<file path="config.mk">
export PLATFORM = sky130hd
export DESIGN_NAME = sdff_sample_packer
export DESIGN_NICKNAME = d
export VERILOG_FILES = /design/src/rtl/sdff_pack_pkg.sv /design/src/rtl/pack_fifo2.sv /design/src/rtl/sdff_sample_packer.sv
export SDC_FILE = /design/constraint.sdc
export NUM_CORES = 1
export LEC_CHECK = 0
export BUFFER_PORTS_ARGS = -buffer_cell sky130_fd_sc_hd__buf_4
export CORE_MARGIN = 5
export CORE_UTILIZATION = 42
export DETAILED_ROUTE_END_ITERATION = 8
export GPL_ROUTABILITY_DRIVEN = 0
export PLACE_DENSITY = 0.67
export REMOVE_ABC_BUFFERS = 1
export SLEW_MARGIN = 15
export SYNTH_ARGS = -nofsm -noshare
export SYNTH_HDL_FRONTEND = slang
export SYNTH_SLANG_ARGS = --single-unit
</file>
<file path="constraint.sdc">
create_clock -name CLK -period 3 [get_ports CLK]
set_input_delay 0.3 -clock CLK [delete_from_list [all_inputs] [get_ports CLK]]
set_output_delay 0.3 -clock CLK [all_outputs]
set_load 0.005 [all_outputs]
</file>
<file path="src/rtl/sdff_pack_pkg.sv">
// Shared definitions for the sample packer: default geometry, fill-FSM
// encoding and the default FIFO entry layout.
// Optional feature macro: PACKER_PARITY_EN (adds per-entry parity bit).
package sdff_pack_pkg;

    localparam int DEF_SAMPLE_W = 2;
    localparam int DEF_SAMPLES  = 4;
    localparam int DEF_DROP_W   = 8;
    localparam int DEF_CNT_W    = $clog2(DEF_SAMPLES) + 1;

    // Fill FSM encoding; COMMIT marks a cycle after a push/pop collision.
    typedef enum logic [0:0] {
        COLLECT = 1'b0,
        COMMIT  = 1'b1
    } fill_state_e;

    localparam logic [0:0] S_COLLECT = 1'b0;
    localparam logic [0:0] S_COMMIT  = 1'b1;

    // Default-geometry FIFO entry: packed word, valid sample count, parity.
    typedef struct packed {
        logic [DEF_SAMPLE_W*DEF_SAMPLES-1:0] data;
        logic [DEF_CNT_W-1:0]                cnt;
`ifdef PACKER_PARITY_EN
        logic                                par;
`endif
    } pack_entry_t;

endpackage

</file>
<file path="src/rtl/pack_fifo2.sv">
// Two-entry first-in first-out buffer. Entry 0 is always the head, so the
// head output comes straight from a flop. Push while full is accepted only
// when a pop happens on the same edge (caller guarantees this).
module pack_fifo2
    import sdff_pack_pkg::*;
#(
    parameter type entry_t = pack_entry_t
) (
    input  logic   CLK,
    input  logic   SRST,
    input  logic   push,
    input  logic   pop,
    input  entry_t din,
    output entry_t head,
    output logic   empty,
    output logic   full
);

    entry_t e0_q, e0_d, e1_q, e1_d;
    logic   v0_q, v0_d, v1_q, v1_d;
    logic   do_pop;

    // Next-state for the two slots; a pop shifts slot 1 into the head.
    always_comb begin
        e0_d   = e0_q;
        e1_d   = e1_q;
        v0_d   = v0_q;
        v1_d   = v1_q;
        do_pop = pop && v0_q;
        case ({push, do_pop})
            2'b10: begin
                if (!v0_q) begin
                    e0_d = din;
                    v0_d = 1'b1;
                end else if (!v1_q) begin
                    e1_d = din;
                    v1_d = 1'b1;
                end
            end
            2'b01: begin
                e0_d = e1_q;
                v0_d = v1_q;
                v1_d = 1'b0;
            end
            2'b11: begin
                if (v1_q) begin
                    e0_d = e1_q;
                    e1_d = din;
                end else begin
                    e0_d = din;
                end
            end
            default: ;
        endcase
    end

    // Slot registers with synchronous active-low reset.
    always_ff @(posedge CLK) begin
        if (!SRST) begin
            e0_q <= '0;
            e1_q <= '0;
            v0_q <= 1'b0;
            v1_q <= 1'b0;
        end else begin
            e0_q <= e0_d;
            e1_q <= e1_d;
            v0_q <= v0_d;
            v1_q <= v1_d;
        end
    end

    assign head  = e0_q;
    assign empty = !v0_q;
    assign full  = v1_q;

endmodule

</file>
<file path="src/rtl/sdff_sample_packer.sv">
// Packs the upstream flop's Q samples into SAMPLES-wide words and hands them
// to a 2-entry output FIFO. Upstream cannot be stalled, so commits that hit a
// full FIFO (with no pop on the same edge) are dropped and counted.
// Optional feature macro: PACKER_PARITY_EN (adds OUT_PAR, XOR of OUT_DATA).
module sdff_sample_packer
    import sdff_pack_pkg::*;
#(
    parameter int SAMPLE_W = DEF_SAMPLE_W,
    parameter int SAMPLES  = DEF_SAMPLES,
    parameter int DROP_W   = DEF_DROP_W
) (
    input  logic                         CLK,
    input  logic                         SRST,
    input  logic [SAMPLE_W-1:0]          IN_DATA,
    input  logic                         IN_VLD,
    input  logic                         FLUSH,
    output logic [SAMPLE_W*SAMPLES-1:0]  OUT_DATA,
    output logic [$clog2(SAMPLES):0]     OUT_CNT,
    output logic                         OUT_VLD,
    input  logic                         OUT_RDY,
    output logic [DROP_W-1:0]            DROP_CNT
`ifdef PACKER_PARITY_EN
    ,
    output logic                         OUT_PAR
`endif
);

    localparam int DATA_W = SAMPLE_W * SAMPLES;
    localparam int IDX_W  = $clog2(SAMPLES);
    localparam int CNT_W  = IDX_W + 1;
    localparam logic [IDX_W-1:0] LAST_IDX = IDX_W'(SAMPLES - 1);

    typedef struct packed {
        logic [DATA_W-1:0] data;
        logic [CNT_W-1:0]  cnt;
`ifdef PACKER_PARITY_EN
        logic              par;
`endif
    } entry_t;

    logic [IDX_W-1:0]  idx_q, idx_d;
    logic [DATA_W-1:0] shreg_q, shreg_d;
    logic [0:0]        state_q, state_d;
    logic [DROP_W-1:0] drop_q, drop_d;

    logic [DATA_W-1:0] word_n;
    logic [CNT_W-1:0]  cnt_n;
    logic              commit;
    logic              drop;
    logic              collide;
    logic              fifo_push;
    logic              fifo_pop;
    logic              fifo_full;
    logic              fifo_empty;
    entry_t            push_entry;
    entry_t            head;

    // Absorb the incoming sample first, then decide whether this edge commits.
    always_comb begin
        word_n = shreg_q;
        if (IN_VLD) begin
            word_n[idx_q*SAMPLE_W +: SAMPLE_W] = IN_DATA;
        end
        cnt_n  = {1'b0, idx_q} + CNT_W'(IN_VLD);
        commit = (IN_VLD && (idx_q == LAST_IDX)) || (FLUSH && (cnt_n != '0));

        // A full FIFO still takes the word if the head leaves on this edge.
        fifo_pop  = !fifo_empty && OUT_RDY;
        fifo_push = commit && (!fifo_full || fifo_pop);
        drop      = commit && fifo_full && !fifo_pop;
        collide   = fifo_push && fifo_pop && fifo_full;

        // Restart at bit 0 with a cleared word so unfilled lanes read as 0.
        idx_d   = commit ? '0 : cnt_n[IDX_W-1:0];
        shreg_d = commit ? '0 : word_n;

        push_entry      = '0;
        push_entry.data = word_n;
        push_entry.cnt  = cnt_n;
`ifdef PACKER_PARITY_EN
        push_entry.par  = ^word_n;
`endif

        drop_d = (drop && (drop_q != '1)) ? drop_q + DROP_W'(1) : drop_q;
    end

    // Fill FSM: COMMIT lasts one cycle after a full-FIFO push/pop collision.
    always_comb begin
        state_d = S_COLLECT;
        case (state_q)
            S_COLLECT, S_COMMIT: state_d = collide ? S_COMMIT : S_COLLECT;
            default:             state_d = S_COLLECT;
        endcase
    end

    // Packer state registers with synchronous active-low reset.
    always_ff @(posedge CLK) begin
        if (!SRST) begin
            idx_q   <= '0;
            shreg_q <= '0;
            state_q <= S_COLLECT;
            drop_q  <= '0;
        end else begin
            idx_q   <= idx_d;
            shreg_q <= shreg_d;
            state_q <= state_d;
            drop_q  <= drop_d;
        end
    end

    pack_fifo2 #(
        .entry_t (entry_t)
    ) u_fifo (
        .CLK   (CLK),
        .SRST  (SRST),
        .push  (fifo_push),
        .pop   (fifo_pop),
        .din   (push_entry),
        .head  (head),
        .empty (fifo_empty),
        .full  (fifo_full)
    );

    assign OUT_DATA = head.data;
    assign OUT_CNT  = head.cnt;
    assign OUT_VLD  = !fifo_empty;
    assign DROP_CNT = drop_q;
`ifdef PACKER_PARITY_EN
    assign OUT_PAR  = head.par;
`endif

endmodule

</file>
## Word-level counts from Yosys, hierarchy flattened

Cells that the tools add are included.

- Muxes and demuxes: 11
- Shifts and indexed selects: 2
- Add/sub/neg operators: 3
- Reductions and logical operators: 20
- Bitwise logic cells: 1
- Equal/unequal tests: 8

Operators by type and width:

| kind | number |
|---|---|
| 11-bit 2-to-1 mux | 4 |
| 3-bit negator with 34-bit output | 1 |
| 2-bit by 34-bit variable shift with 8-bit output (first input constant) | 1 |
| 2-bit by 34-bit variable part select with 8-bit output | 1 |
| 11-bit case mux with 3 select lines | 1 |
| 11-bit case mux with 2 select lines | 1 |
| 8-bit by 1-bit adder with 8-bit output (second input constant) | 1 |
| 8-bit bitwise mux | 1 |
| 1-bit logical AND | 8 |
| 8-bit 2-to-1 mux | 1 |
| 8-bit inequality test (second input constant) | 1 |
| 2-bit equality test (second input constant) | 3 |
| 3-bit nonzero test | 2 |
| 2-bit by 1-bit inequality test with 1-bit output (second input constant) | 2 |
| 1-bit case mux with 2 select lines | 2 |
| 2-bit AND reduction | 2 |
| 2-bit nonzero test | 2 |
| 2-bit by 1-bit adder with 3-bit output | 1 |
| 3-bit AND reduction | 1 |
| 2-bit by 1-bit equality test with 1-bit output (second input constant) | 1 |
| 1-bit logical NOT | 2 |
| 1-bit logical OR | 2 |
| 2-bit inequality test (second input constant) | 1 |
| 2-bit OR reduction | 1 |
| 2 further kinds | 2 |

- Flip-flop bits (word level): 42
- Word-level logic and storage cells: 54
- Output and inout port bits: 20

## Logic depth before layout (Yosys ltp)

Gate-level depths: netlist (run 1).

- Depth in word-level cells: 8
- Depth in mapped cells: 13
- Mapped depth without buffers: 11

## Hierarchy

From an unflattened synthesis (run 1), not the netlist that was laid out.

- Cells, all modules: 276
- Area, all modules: 2,497.4 um2

Modules (own cells, without submodules):

| module | area each (um2) | seq. area each (um2) | times used | cells an instance |
|---|---|---|---|---|
| pack_fifo2 | 1,507.7 | 480.5 | 1 | 160 |
| sdff_sample_packer | 989.7 | 360.3 | 1 | 116 |

## Least setup slack after synthesis (run 1)

OpenSTA, ideal clock, no wires.

- Path kind: register to register
- Start: reg idx_q[0]
- End: reg u_fifo.e1_q[6] (netlist name)
- Clock period less this slack: 2.762 ns
- Arrival: 2.676 ns
- Buffers on the path: 2
- Required time: 2.914 ns
- Setup slack: 0.238 ns
- Stages on the path, launching flop included: 14
- Cell sequence: dfxtp_1 ha_1 ha_1 o31ai_1 and2_1 nand2b_1 inv_1 ha_1 buf_2 nor3b_1 o21a_1 buf_2 nor3_1 a211oi_1

- Longest elaborated chain between the ends: 8

RTL lines:

| item | RTL line | source |
|---|---|---|
| start: declaration | sdff_sample_packer.sv:41 | `logic [IDX_W-1:0] idx_q, idx_d;` |
| start signal: assignment | sdff_sample_packer.sv:104 | `idx_q <= idx_d;` |
| 2-bit by 1-bit adder with 3-bit output * | sdff_sample_packer.sv:64 | `cnt_n = {1'b0, idx_q} + CNT_W'(IN_VLD);` |
| via cnt_n[1] | sdff_sample_packer.sv:47 | `logic [CNT_W-1:0] cnt_n;` |
| 3-bit nonzero test * | sdff_sample_packer.sv:65 | `commit = (IN_VLD && (idx_q == LAST_IDX)) \|\| (FLUSH && (cnt_n != '0));` |
| 1-bit logical AND * | sdff_sample_packer.sv:65 |  |
| 1-bit logical OR * | sdff_sample_packer.sv:65 |  |
| 1-bit logical AND * | sdff_sample_packer.sv:69 | `fifo_push = commit && (!fifo_full \|\| fifo_pop);` |
| 2-bit equality test | pack_fifo2.sv:30 | `case ({push, do_pop})` |
| 2-bit by 1-bit inequality test with 1-bit output (no line) / 2-bit nonzero test (equally long branches) | n/a |  |
| 3-bit AND reduction (no line) | n/a |  |
| end signal: assignment | pack_fifo2.sv:61 | `e1_q <= '0;` |
| end signal: assignment | pack_fifo2.sv:66 | `e1_q <= e1_d;` |
| end: declaration | pack_fifo2.sv:19 | `entry_t e0_q, e0_d, e1_q, e1_d;` |

Mark *: on every way through the listed nets, which the timed path passes. The rest lies on a longest branch. The select of a mux whose other input is x is not followed.
A chain may end at the register's enable or synchronous reset.

## Worst setup path after layout (run 1)

- Start: reg idx_q[0]
- End: reg u_fifo.e1_q[10] (netlist name)

The elaborated chain is that of the path after synthesis.

==> results of run 1 <==
kinds of logic (layout without fill, tap and decap cells):
group	Yosys count	in the layout	share of synthesized area [%]
AO/OA/AOI/OAI	77	78	25.38
adder cells (fa/ha/maj)	11	11	6.463
buffers and inverters	20	50	4.113
flip-flops	42	42	39.48
multiplexers	5	5	2.350
AND/OR/NAND/NOR	91	91	22.21
metal layers:
layer | routed length [um] | up-vias
met1 | 2393 | 945
met5 | 0 | -
met4 | 63 | 0
li1 | - | 991
met2 | 2669 | 45
met3 | 249 | 7
repair_timing:
| action | in CTS | in global routing |
|---|---|---|
| setup endpoints to repair | 0 | 11 |
| gates resized for setup | 0 | 4 |
| buffers inserted | 0 | 1 |
area by class of cell:
type / count / area, um2
Multi-Input combinational cell: 185 / 1217
Tap cell: 70 / 87.58
Sequential cell: 42 / 842.1
Clock inverter: 1 / 30.03
Inverter: 8 / 30.03
Clock buffer: 6 / 82.58
Timing Repair Buffer: 35 / 262.8
Fill cell: 497 / 2457
sequential cells by signal, indices dropped and copies added (netlist names):
signal       count
u_fifo.v0_q      1
shreg_q          8
u_fifo.full      1
u_fifo.e1_q     11
idx_q            2
u_fifo.head     11
DROP_CNT         8
layout by cell type (no fill, tap or decap), types with 3 or more instances in the layout:
master	n
clkbuf_8	6
nand3_1	12
a22oi_1	6
and2_1	3
o22ai_1	4
mux2i_1	5
o21ai_0	10
nand2_1	17
nor2_1	20
ha_1	11
nand2b_1	9
nor3_1	11
a211oi_1	9
o221a_1	3
buf_4	35
nor4_1	3
and3_1	5
inv_1	6
a21oi_1	18
dfxtp_1	41
tightest hold or removal path, delay by kind of cell:
family / cells / cell delay, ps
buffers and inverters: 1 / 110
and+or+nand+nor: 1 / 100
AOI/OAI and AO/OA: 1 / 120
power by group:
part / internal [mW] / leakage [nW] / total, mW / switching [mW]
Sequential: 0.608 / 0.342 / 0.653 / 0.0455
Clock: 0.266 / 0.0573 / 0.459 / 0.193
Combinational: 0.163 / 0.597 / 0.350 / 0.187
Total: 1.04 / 0.996 / 1.46 / 0.426
per-stage QoR:
step / worst slack, ps / hold slack, ps / total power, mW / utilization (%)
after detailed placement: 139.6 / 457.3 / 1.004 / 48.20
after global routing: 30.56 / 396.9 / 1.543 / 50.95
final: 267.4 / 371.7 / 1.463 / 50.95
after floorplan: 225.2 / 438.4 / 0.8624 / -
after CTS: 194.3 / 378.0 / 1.460 / 50.45
after global placement: 152.3 / 450.2 / 0.9990 / 48.20
worst max-delay path by stage:
stage	from	endpoint	cells past startpoint
global placement	IN_VLD	u_fifo.e1_q[9]$_SDFFE_PN0P_	12
detailed placement	IN_VLD	u_fifo.e1_q[10]$_SDFFE_PN0P_	12
finish	idx_q[0]$_SDFF_PP0_	u_fifo.e1_q[10]$_SDFFE_PN0P_	11
floorplan	idx_q[0]$_SDFF_PP0_	u_fifo.e1_q[10]$_SDFFE_PN0P_	11
global route	idx_q[0]$_SDFF_PP0_	u_fifo.e1_q[9]$_SDFFE_PN0P_	11
CTS	idx_q[0]$_SDFF_PP0_	u_fifo.e1_q[10]$_SDFFE_PN0P_	11
==> impl_results.md, run 1 <==
- Initial antenna violation count: 0
- Synth-to-Final Area Change: 19.86%
- Final min period: 2733 ps
- Slew Limit Headroom: 60.99%
- Rows: 26
- Seq/Total Area, Yosys: 39.48%
- Top post-synthesis cells by area: dfxtp_1 (39%), ha_1 (6.5%), a21oi_1 (4.2%), nor2_1 (3.5%), a211oi_1 (3.2%)
- Critical path capture point type: flip-flop
- Status: completed
- CP max stage delay: 360 ps
- Final cell count without fillers: 347
- Die width: 81.21 um
- Max Cap Viol: 0
- Finish-stage setup viols: 0
- Share of cells above drive strength 1: 18.77%
- PwrDens: 573.0 nW/um2
- Worst Hold Depth: 3
- Die area: 6594 um2
- Top cell type by total area after synthesis: dfxtp_1
- Total Routed Length: 5.376 mm
- Count leader, synth: dfxtp_1
- Number of remaining DRC errors: 0
- Vias: 1988
- Clock Skew: 6.079 ps
- Synth Register Bits: 42
- Syn_area_per_cell: 8.657 um2
- Maximum resistive drop on vdd: 0.0002291 V
- Post-synth EDFFs: 0
- Min-delay worst type: input pin to flip-flop
- Vias in the first global route: 1794
- Slew Viols, Final: 0
- Via-per-instance ratio: 5.729
- CTS tree: built
- Ys Warns: 0
- Yosys top cell area share: 39.48%
- R2r startpoint: idx_q[0]$_SDFF_PP0_
- Placed Area: 2415 um2
- CTS Buffer Depth: 2
- Total GRT Usage: 17.42%
- Final hold vios: 0
- Async S/R FF share, synth: 0%
- CTS buffer count: 5
- Fmax achieved: 366.0 MHz
- IO Port Bufs: 26
- Crit Path Max Fanout: 7
- Met1 Track Usage GR: 21.58%
- Worst R2R Setup Slack: 270 ps
- Critical path arrival: 2930 ps
- Placed cells: 338
- CP Launch Type: flip-flop
- Total grt overflow: 0
- Worst Hold Path EP: shreg_q[7]$_SDFF_PP0_
- Period utilization: 91.09%
- Met3 usage: 4.213%
- HPWL after detailed placement: 3.807 mm
- Post-synthesis cell area: 2130 um2
- Min-delay src: IN_DATA[1]
- Largest net degree at the start of global routing: 31
- DRT iter0 DRCs: 166
- Worst-path cell chain: ha_1, ha_1, o31ai_1, and2_1, nand2b_1, inv_1, ha_1, and2_1, nand2b_1, nand2_1, a211oi_1
- H-Tree Depth: 2
- Clock root buffer master: clkbuf_8
- Ports: 27
- Lkg Pwr: 0.9959 nW
- Number of nets in the layout: 295
- Starting density of the core: 42.51%
- Core ar.: 5010 um2
- Post-route setup TNS: 0 ps
- M2 GR Usage: 29.89%
- Critical path's slowest cell: dfxtp_2
- Clk_lat worst skew: 300 ps
- Final ANT Viol Nets: 0
- RSZ-0062 raised after global routing: no
- Critical path's most frequent cell: ha_1
- Post-route cell area: 2552 um2
- Worst Max-Slew Pin Slew: 582.5 ps
- First-pass GRT wire length: 8.797 mm
- WL/cell: 15.49 um
- Number of distinct library cells after synthesis: 50
- First-pass iteration count of the detailed router: 4
- CP delay by family, top: simple AND/OR/NAND/NOR gates
- Hold_buf cts: 0
- Post-synthesis cell count: 246
- Clk slew on worst S/H paths: 80 ps
- RR Endpoint: u_fifo.e1_q[10]$_SDFFE_PN0P_
- Clock sinks: 42
- Number of cells on the worst reg-to-reg path: 11
- Data required, critical path: 3200 ps
- Grt peak-use layer: met2
- Buffers & Inverters on Critical Path: 1
- ANT cells: 0
- Post-synth top cells: dfxtp_1 (42), nor2_1 (20), a21oi_1 (18)
- Top FF cell, synth: dfxtp_1
- CP Class: flip-flop to flip-flop
- Die Y: 81.21 um
Power figures use the tool's default switching activity.
==> run 2, diff against run 1 <==
Settings changed: CORE_UTILIZATION 42 to 47, PLACE_DENSITY 0.67 to 0.73.
==> run 2 against run 1 <==
Setup slack worse by 4.2 ps; register-to-register slack barely moved; hold slack lost 7.2 ps; clock skew rose by 4.6 ps; via count is 1.0% lower; clock power is 4% lower; critical path type unchanged; flip-flop and latch count unchanged; final area fell by 2.3%; largest power group unchanged; wire length fell by 6.5%.
==> impl_results.md, run 2 (same netlist as run 1, synthesis figures left out) <==
- Status: completed
- Data required, critical path: 3180 ps (-20 ps)
- ANT cells: 0 (unchanged)
- Core ar.: 4384 um2 (-12%)
- Starting density of the core: 48.57% (+6.1 points)
- IO Port Bufs: 26 (unchanged)
- Max Cap Viol: 0 (unchanged)
- Critical path's most frequent cell: ha_1
- Most frequent cells in the layout: dfxtp_1 (42), buf_4 (33), nor2_1 (20)
- Post-route cell area: 2495 um2 (-2.3%)
- Maximum resistive drop on vdd: 0.0002597 V (+13%)
- PwrDens: 572.5 nW/um2 (about the same)
- Min-delay worst type: input pin to flip-flop
- Post-route setup TNS: 0 ps (unchanged)
- CP delay by family, top: compound AO/OA/AOI/OAI gates
- Post-CTS Setup Bufs: 0 (unchanged)
- CTS buffer count: 5 (unchanged)
- Clock Skew: 10.63 ps (+4.553 ps)
- Ports: 27 (unchanged)
- CP Class: flip-flop to flip-flop
- H-Tree Depth: 2 (unchanged)
- Period utilization: 91.22% (+0.14 points)
- Fill cells: 411 (-17%)
- Clk_lat worst skew: 300 ps (about the same)
- Synth-to-Final Area Change: 17.16%
- First-pass GRT wire length: 8.397 mm (-4.5%)
- Final ANT Viol Nets: 0 (unchanged)
- Worst Max-Slew Pin Slew: 489.9 ps (-92.60 ps)
- Clk slew on worst S/H paths: 80 ps (about the same)
- Total grt overflow: 0 (unchanged)
- Post-cts sizing count: 0 (unchanged)
- Die Y: 77.31 um (-4.8%)
- Critical path capture point type: flip-flop
- Fmax achieved: 365.4 MHz (-0.15%)
- Rows: 24 (-7.7%)
- Setup ws final: 263.3 ps (-4.165 ps)
- Die area: 5977 um2 (-9.4%)
- Via-per-instance ratio: 6.018 (+5.0%)
- Final min period: 2737 ps (+4.165 ps)
- DRT iter0 DRCs: 179 (+7.8%)
- Crit Path Max Fanout: 7 (unchanged)
- Hold_buf cts: 0 (unchanged)
- Vias: 1968 (-1.0%)
- CTS Buffer Depth: 2 (unchanged)
- CTS tree: built
- Worst-path cell chain: ha_1, ha_1, o31ai_1, and2_1, nand2b_1, inv_1, ha_1, a21o_1, and2_1, a222oi_1, nor3_1
- Share of cells above drive strength 1: 17.09% (-1.7 points)
- R2r startpoint: idx_q[0]$_SDFF_PP0_
- Pre-CTS WS: 123.2 ps (-16.37 ps)
- Total Routed Length: 5.028 mm (-6.5%)
- Placed Area: 2385 um2 (-1.2%)
- Number of remaining DRC errors: 0 (unchanged)
- RSZ-0062 raised after global routing: no
- Clock sinks: 42 (unchanged)
- Vias in the first global route: 1835 (+2.3%)
- Buffers & Inverters on Critical Path: 1 (unchanged)
- Lkg Pwr: 0.9742 nW (-2.2%)
- First-pass iteration count of the detailed router: 5 (+1)
- Min-delay src: IN_DATA[1]
- Critical path arrival: 2910 ps (-20 ps)
- CP Launch Type: flip-flop
- Number of nets in the layout: 292 (-1.0%)
- Initial antenna violation count: 0 (unchanged)
- Clock root buffer master: clkbuf_8
- Largest net degree at the start of global routing: 31 (unchanged)
- Finish-stage setup viols: 0 (unchanged)
- Critical path's slowest cell: dfxtp_1
- Slew Limit Headroom: 67.19% (+6.2 points)
- CP max stage delay: 450 ps (+90 ps)
- Slew Viols, Final: 0 (unchanged)
- Die width: 77.31 um (-4.8%)
- Worst setup path start: idx_q[0]$_SDFF_PP0_
- Most common cell after layout, fill and taps aside: dfxtp_1
- Final hold vios: 0 (unchanged)
- Total GRT Usage: 16.99% (-0.44 points)
- HPWL after detailed placement: 3.530 mm (-7.3%)
- WL/cell: 15.38 um (-0.75%)
-- run 2: cell types whose count changed in the layout (fill, tap and decap cells not counted) --
| cell | previous run | this run |
|---|---|---|
| clkbuf_8 | 6 | 5 |
| nor3b_1 | 1 | 2 |
| dfxtp_1 | 41 | 42 |
| dfxtp_2 | 1 | 0 |
| nor3b_2 | 1 | 0 |
| buf_4 | 35 | 33 |
| o21a_1 | 1 | 0 |
| clkbuf_1 | 0 | 2 |
-- run 2: metrics by stage --
| stage | util [%] | power [mW] | hold slack, ps | std cells |
|---|---|---|---|---|
| 6_report | 56.91 | 1.428 | 364.5 | 327 |
| 5_1_grt | 56.91 | 1.506 | 379.5 | 327 |
| 4_1_cts | 56.82 | 1.434 | 367.3 | 327 |
| 3_5_place_dp | 54.40 | 0.9972 | 458.6 | 319 |
| 3_3_place_gp | 54.40 | 0.9941 | 453.9 | 319 |
| 2_1_floorplan | - | 0.8624 | 438.4 | 234 |
-- run 2: power by group --
| part | internal, mW | switching, mW |
|---|---|---|
| registers | 0.607 | 0.0424 |
| clock network | 0.249 | 0.191 |
| logic | 0.158 | 0.181 |
-- run 2: worst paths after layout --
kind	to	depth (start not counted)	slack (ps)
hold reg to reg	u_fifo.e1_q[2]$_SDFFE_PN0P_	2	470
setup / recovery	u_fifo.head[2]$_SDFFE_PN0P_	11	260
setup reg to reg	u_fifo.head[2]$_SDFFE_PN0P_	11	260
hold / removal	shreg_q[7]$_SDFF_PP0_	3	360
-- run 2: cell type report --
type | count | area, um2 | area share, %
Multi-Input combinational cell | 184 | 1205 | 48.30
Sequential cell | 42 | 840.8 | 33.70
Timing Repair Buffer | 33 | 247.7 | 9.930
Clock buffer | 7 | 76.32 | 3.059
Tap cell | 52 | 65.06 | 2.608
Clock inverter | 1 | 30.03 | 1.204
Inverter | 8 | 30.03 | 1.204
-- run 2: routing by layer --
metal,wire (um),GRT usage (%),vias up
met1,2318,22.03,908
li1,-,-,982
met4,119,8.763,0
met5,0,0,-
met3,245,3.513,11
met2,2345,26.52,67
-- run 2: tightest hold or removal path: stages --
cell,delay [ps]
buf_4,100
a22oi_1,120
nor2_1,100
